`src/rtl/irs3_block_reader.sv`:
```
// IRS3 storage-block readout sequencer: address reset/advance, then 8x64 sample readout with handshake.
// Optional build macro IRS3_BLOCK_READER_TEST_PATTERN_EN replaces captured samples with {block[5:0], smp}.
`timescale 1ns/1ps
module irs3_block_reader #(
  parameter int SETTLE = 3
) (
  input  logic        clk_i,
  input  logic        rst_i,
  input  logic        start_i,
  input  logic [8:0]  block_i,
  output logic        busy_o,
  output logic        done_o,
  output logic        irs_rd_addr_rst_o,
  output logic        irs_rd_addr_adv_o,
  output logic        irs_doe_o,
  output logic        irs_smpall_o,
  output logic [2:0]  irs_ch_o,
  output logic [5:0]  irs_smp_o,
  input  logic [11:0] irs_dat_i,
  output logic [15:0] dat_o,
  output logic        dat_valid_o,
  input  logic        dat_ready_i
);

  localparam logic [2:0] S_IDLE   = 3'd0;
  localparam logic [2:0] S_ARST   = 3'd1;
  localparam logic [2:0] S_ADV_HI = 3'd2;
  localparam logic [2:0] S_ADV_LO = 3'd3;
  localparam logic [2:0] S_SETTLE = 3'd4;
  localparam logic [2:0] S_OUT    = 3'd5;
  localparam logic [2:0] S_DONE   = 3'd6;

  localparam logic [3:0] SETTLE_LAST = 4'(SETTLE - 1);
  localparam logic [8:0] IDX_LAST    = 9'd511;

  logic [2:0]  state;
  logic [8:0]  adv_cnt;
  logic [8:0]  idx;        // {ch[2:0], smp[5:0]}
  logic [3:0]  settle_cnt;
  logic [15:0] dat_p0;
  logic [11:0] capture;

`ifdef IRS3_BLOCK_READER_TEST_PATTERN_EN
  logic [5:0] pat_blk;

  always_ff @(posedge clk_i or posedge rst_i) begin
    if (rst_i) begin
      pat_blk <= '0;
    end else if (state == S_IDLE && start_i) begin
      pat_blk <= block_i[5:0];
    end
  end

  assign capture = {pat_blk, idx[5:0]};
`else
  assign capture = irs_dat_i;
`endif

  always_ff @(posedge clk_i or posedge rst_i) begin
    if (rst_i) begin
      state      <= S_IDLE;
      adv_cnt    <= '0;
      idx        <= '0;
      settle_cnt <= '0;
      dat_p0     <= '0;
    end else begin
      case (state)
        S_IDLE: begin
          if (start_i) begin
            adv_cnt    <= block_i;
            idx        <= '0;
            settle_cnt <= '0;
            state      <= S_ARST;
          end
        end
        S_ARST: begin
          state <= (adv_cnt != '0) ? S_ADV_HI : S_SETTLE;
        end
        S_ADV_HI: begin
          state <= S_ADV_LO;
        end
        S_ADV_LO: begin
          // adv_cnt is at least 1 here; this pulse consumes it
          adv_cnt <= adv_cnt - 9'd1;
          state   <= (adv_cnt != 9'd1) ? S_ADV_HI : S_SETTLE;
        end
        S_SETTLE: begin
          if (settle_cnt == SETTLE_LAST) begin
            settle_cnt <= '0;
            dat_p0     <= {1'b0, idx[8:6], capture};
            state      <= S_OUT;
          end else begin
            settle_cnt <= settle_cnt + 4'd1;
          end
        end
        S_OUT: begin
          if (dat_ready_i) begin
            if (idx == IDX_LAST) begin
              idx   <= '0;
              state <= S_DONE;
            end else begin
              idx   <= idx + 9'd1;
              state <= S_SETTLE;
            end
          end
        end
        S_DONE: begin
          state <= S_IDLE;
        end
        default: begin
          state <= S_IDLE;
        end
      endcase
    end
  end

  assign busy_o            = (state != S_IDLE) && (state != S_DONE);
  assign done_o            = (state == S_DONE);
  assign irs_rd_addr_rst_o = (state == S_ARST);
  assign irs_rd_addr_adv_o = (state == S_ADV_HI);
  assign irs_doe_o         = (state == S_SETTLE) || (state == S_OUT);
  assign irs_smpall_o      = 1'b0;
  assign irs_ch_o          = idx[8:6];
  assign irs_smp_o         = idx[5:0];
  assign dat_o             = dat_p0;
  assign dat_valid_o       = (state == S_OUT);

endmodule

```
`config.mk`:
```
export PLATFORM = sky130hd
export DESIGN_NAME = irs3_block_reader
export DESIGN_NICKNAME = d
export VERILOG_FILES = /design/src/rtl/irs3_block_reader.sv
export SDC_FILE = /design/constraint.sdc
export NUM_CORES = 1
export LEC_CHECK = 0
export ABC_CLOCK_PERIOD_IN_PS = 2000
export CAP_MARGIN = 40
export CORE_MARGIN = 8
export CORE_UTILIZATION = 48
export CTS_CLUSTER_SIZE = 40
export DETAILED_ROUTE_END_ITERATION = 16
export PLACE_DENSITY = 0.79
export SYNTH_ARGS = -nofsm -noshare
export SYNTH_HDL_FRONTEND = slang
export SYNTH_SLANG_ARGS = --single-unit
export TNS_END_PERCENT = 30
```
`constraint.sdc`:
```
create_clock -name clk_i -period 2 [get_ports clk_i]
set_input_delay 0.2 -clock clk_i [delete_from_list [all_inputs] [get_ports clk_i]]
set_output_delay 0.2 -clock clk_i [all_outputs]
set_load 0.005 [all_outputs]
```
==> impl_metrics.py <==
metrics = {
    "global_routing": {
        "grt_pass1_wl_microns": 8830,
        "antenna_found_initial": 0,
        "grt_pass1_vias": 1849,
        "grt_max_degree": 41,
        "grt_usage_pct": 15.1,
        "grt_overflow": 0,
    },
    "clock_network": {
        "clock_latency_ns": 0.29,
        "h-tree-depth": 2,
        "clkSinkCount": 40,
        "cts_buffers": 5,
        "path_clk_slew_ns": 0.08,
        "root_buffer": "clkbuf_8",
        "cts_tree": "done",
        "cts_hold_buf": 0,
        "clockBufferDepth": 2,
    },
    "floorplanning": {
        "core_area_sq_um": 4350,
        "fp.dieArea_sq_um": 6900,
        "die_height_microns": 83.1,
        "ios": 57,
        "fp.dieW_microns": 83.1,
        "start_util_pct": 49.6,
        "core.rowCount": 24,
    },
    "sta": {
        "post-route-period-util_pct": 95.2,
        "drv_slew": 0,
        "post-route-min-period_ns": 1.90,
        "layout_setup_ws_ns": 0.0955,
        "fin_skew_ns": 0.00598,
        "setup_viol": 0,
        "finalSetupTns_ns": 0,
        "rsz0062_at_grt": "false",
        "hold_slack_ns": 0.338,
        "worst_pin_slew_ns": 0.507,
        "timing.fmax_mhz": 525,
        "finalHoldViolations": 0,
        "slew-limit-headroom_pct": 66.2,
    },
    "flow_run": {
        "drv_cap": 0,
    },
    "final_layout": {
        "syn2layout_area_growth_pct": 39.5,
        "fin_area_sq_um": 3010,
        "fin_nets": 316,
        "layout-drive-gt1-share_pct": 22.1,
        "antenna_cells": 0,
        "final_common_cell": "clkdlybuf4s50_1",
        "fin_cells": 337,
        "mostFrequentLayoutCells": "clkdlybuf4s50_1 (53), dfrtp_1 (37), nand2_1 (21), buf_4 (21), o21ai_0 (17)",
    },
    "synth": {
        "netlist_area_sq_um": 2160,
        "synth-edff-count": 0,
        "synth_top_area_share_pct": 46.4,
        "synth_flop_cell": "dfrtp_1",
        "synth.area.top_cells": "dfrtp_1 (46%), mux2_2 (7.8%), ha_1 (4.1%), o21ai_0 (3.9%), nand2_1 (3.8%)",
        "ys_ff_latch": 40,
        "yosysSeqAreaShare_pct": 46.4,
        "synth_cell_types": 52,
        "synthArstFlopShare_pct": 100,
        "syn_inst": 214,
        "avgSynthCellArea_sq_um": 10.1,
        "yosys_warnings": 0,
        "synth_top_area_cell": "dfrtp_1",
    },
    "detailed_routing": {
        "num_vias": 1849,
        "ant_nets": 0,
        "wl_per_cell_microns": 15.5,
        "drt_iter0_drc": 43,
        "first_pass_iters": 4,
        "post_drt_via_cell_ratio": 5.49,
        "totalWireLength_microns": 5210,
        "drt_drc_violations_left": 0,
    },
    "place": {
        "dp_hpwl_microns": 3900,
        "gp_congestion": 0.871,
        "pre_cts_ws_ns": 0.0120,
        "placedCellCount": 323,
        "dpl_cell_area_sq_um": 2800,
        "port_buffers": 54,
    },
    "setup_path": {
        "critPathArrivalTime_ns": 1.70,
        "worstPathMaxFanout": 12,
        "worst_setup_path_end_kind": "output pin",
        "worstSetupPathType": "reg -> out",
        "crit_required_ns": 1.80,
        "cp-start-kind": "register",
    },
    "power_and_ir_drop": {
        "ir_drop_mv": 0.417,
        "p_leak_nw": 1.26,
        "power_density_nw_per_um2": 702,
    },
    "worst_hold_path": {
        "hold_class": "in -> async",
    },
    "status": {
        "outcome": "complete, no violations",
    },
}
## power breakdown
part	internal [W]	switching, W
registers	0.000898	0.000117
clock network	0.000376	0.000298
logic	0.000220	0.000204
total	0.00149	0.000620
## per-stage QoR
| stage | utilization [%] | total power [W] |
|---|---|---|
| 6_report | 69.2 | 0.00211 |
| 5_1_grt | 69.2 | 0.00224 |
| 4_1_cts | 67.2 | 0.00212 |
| 3_5_place_dp | 64.4 | 0.00144 |
| 3_3_place_gp | 64.4 | 0.00142 |
| 2_1_floorplan | - | 0.00127 |
## routing by layer
| metal | global-route usage, % | vias to the layer above | share of wire (%) |
|---|---|---|---|
| met4 | 5.91 | 0 | 1.6 |
| met1 | 18.3 | 884 | 44 |
| met3 | 3.13 | 6 | 3.7 |
| met2 | 25.6 | 44 | 50 |
| li1 | - | 915 | - |
| met5 | 0 | - | 0 |
## path summary, 6_finish.rpt
path	startpoint	endpoint	slack [ns]	cells after the start
setup / recovery	state[0]	done_o	0.1	3
hold reg to reg	adv_cnt[8]	adv_cnt[8]	0.49	1
max in group asynchronous	rst_i	state[2]	1.28	3
setup reg to reg	idx[0]	idx[3]	0.16	9
min in group clk_i	block_i[4]	adv_cnt[4]	0.46	3
hold / removal	rst_i	dat_o[3]	0.34	3
## state kept, by name, summed over array words and instances, names as in the netlist
name        count
dat_o          15
idx             9
adv_cnt         9
settle_cnt      4
state           3
## synth_stat cells (2+ instances only)
cell,number
nand2_1,22
and3_1,2
dfrtp_1,40
a21oi_1,7
nand3b_1,2
buf_4,2
nor3_1,5
o211ai_1,3
nor4_1,2
o311ai_0,3
o21ai_1,5
ha_1,7
o31ai_1,2
clkbuf_1,3
mux2_2,15
buf_6,2
nand2b_1,2
buf_2,5
inv_1,9
nand3_1,9
a31oi_1,3
or3_1,4
nor2_1,11
nor3b_1,3
nor2b_1,2
o21ai_0,17
a211oi_1,2
## cells by family after synthesis
family                   Yosys count  synth area share (%)
buffers and inverters             22                  5.16
AO/OA/AOI/OAI                     49                  14.3
flip-flops                        40                  46.4
multiplexers                      15                  7.83
adder cells (fa/ha/maj)            7                  4.06
other                              1                 0.174
AND/OR/NAND/NOR                   80                  22.1
## area by class of cell
type                            instances  area [sq um]
Clock buffer                            5          68.8
Clock inverter                          3          47.5
Fill cell                             333          1340
Inverter                                9          33.8
Multi-Input combinational cell        153          1090
Sequential cell                        40          1000
Tap cell                               52          65.1
Timing Repair Buffer                   75           701
## what timing repair did
| item | 4_1_cts | 5_1_grt |
|---|---|---|
| setup buffers | 0 | 6 |
| pin swaps | 0 | 2 |
| gates cloned | 0 | 0 |
| gates resized for setup | 4 | 7 |
| endpoints found under the setup margin | 6 | 10 |
| hold endpoints to repair | 0 | 0 |
## worst max-delay path: stages (launching register included)
cell and delay, ns:
dfrtp_2 0.47, buf_4 0.20, nor3b_1 0.21, clkdlybuf4s50_1 0.53
Power figures use the tool's default switching activity.
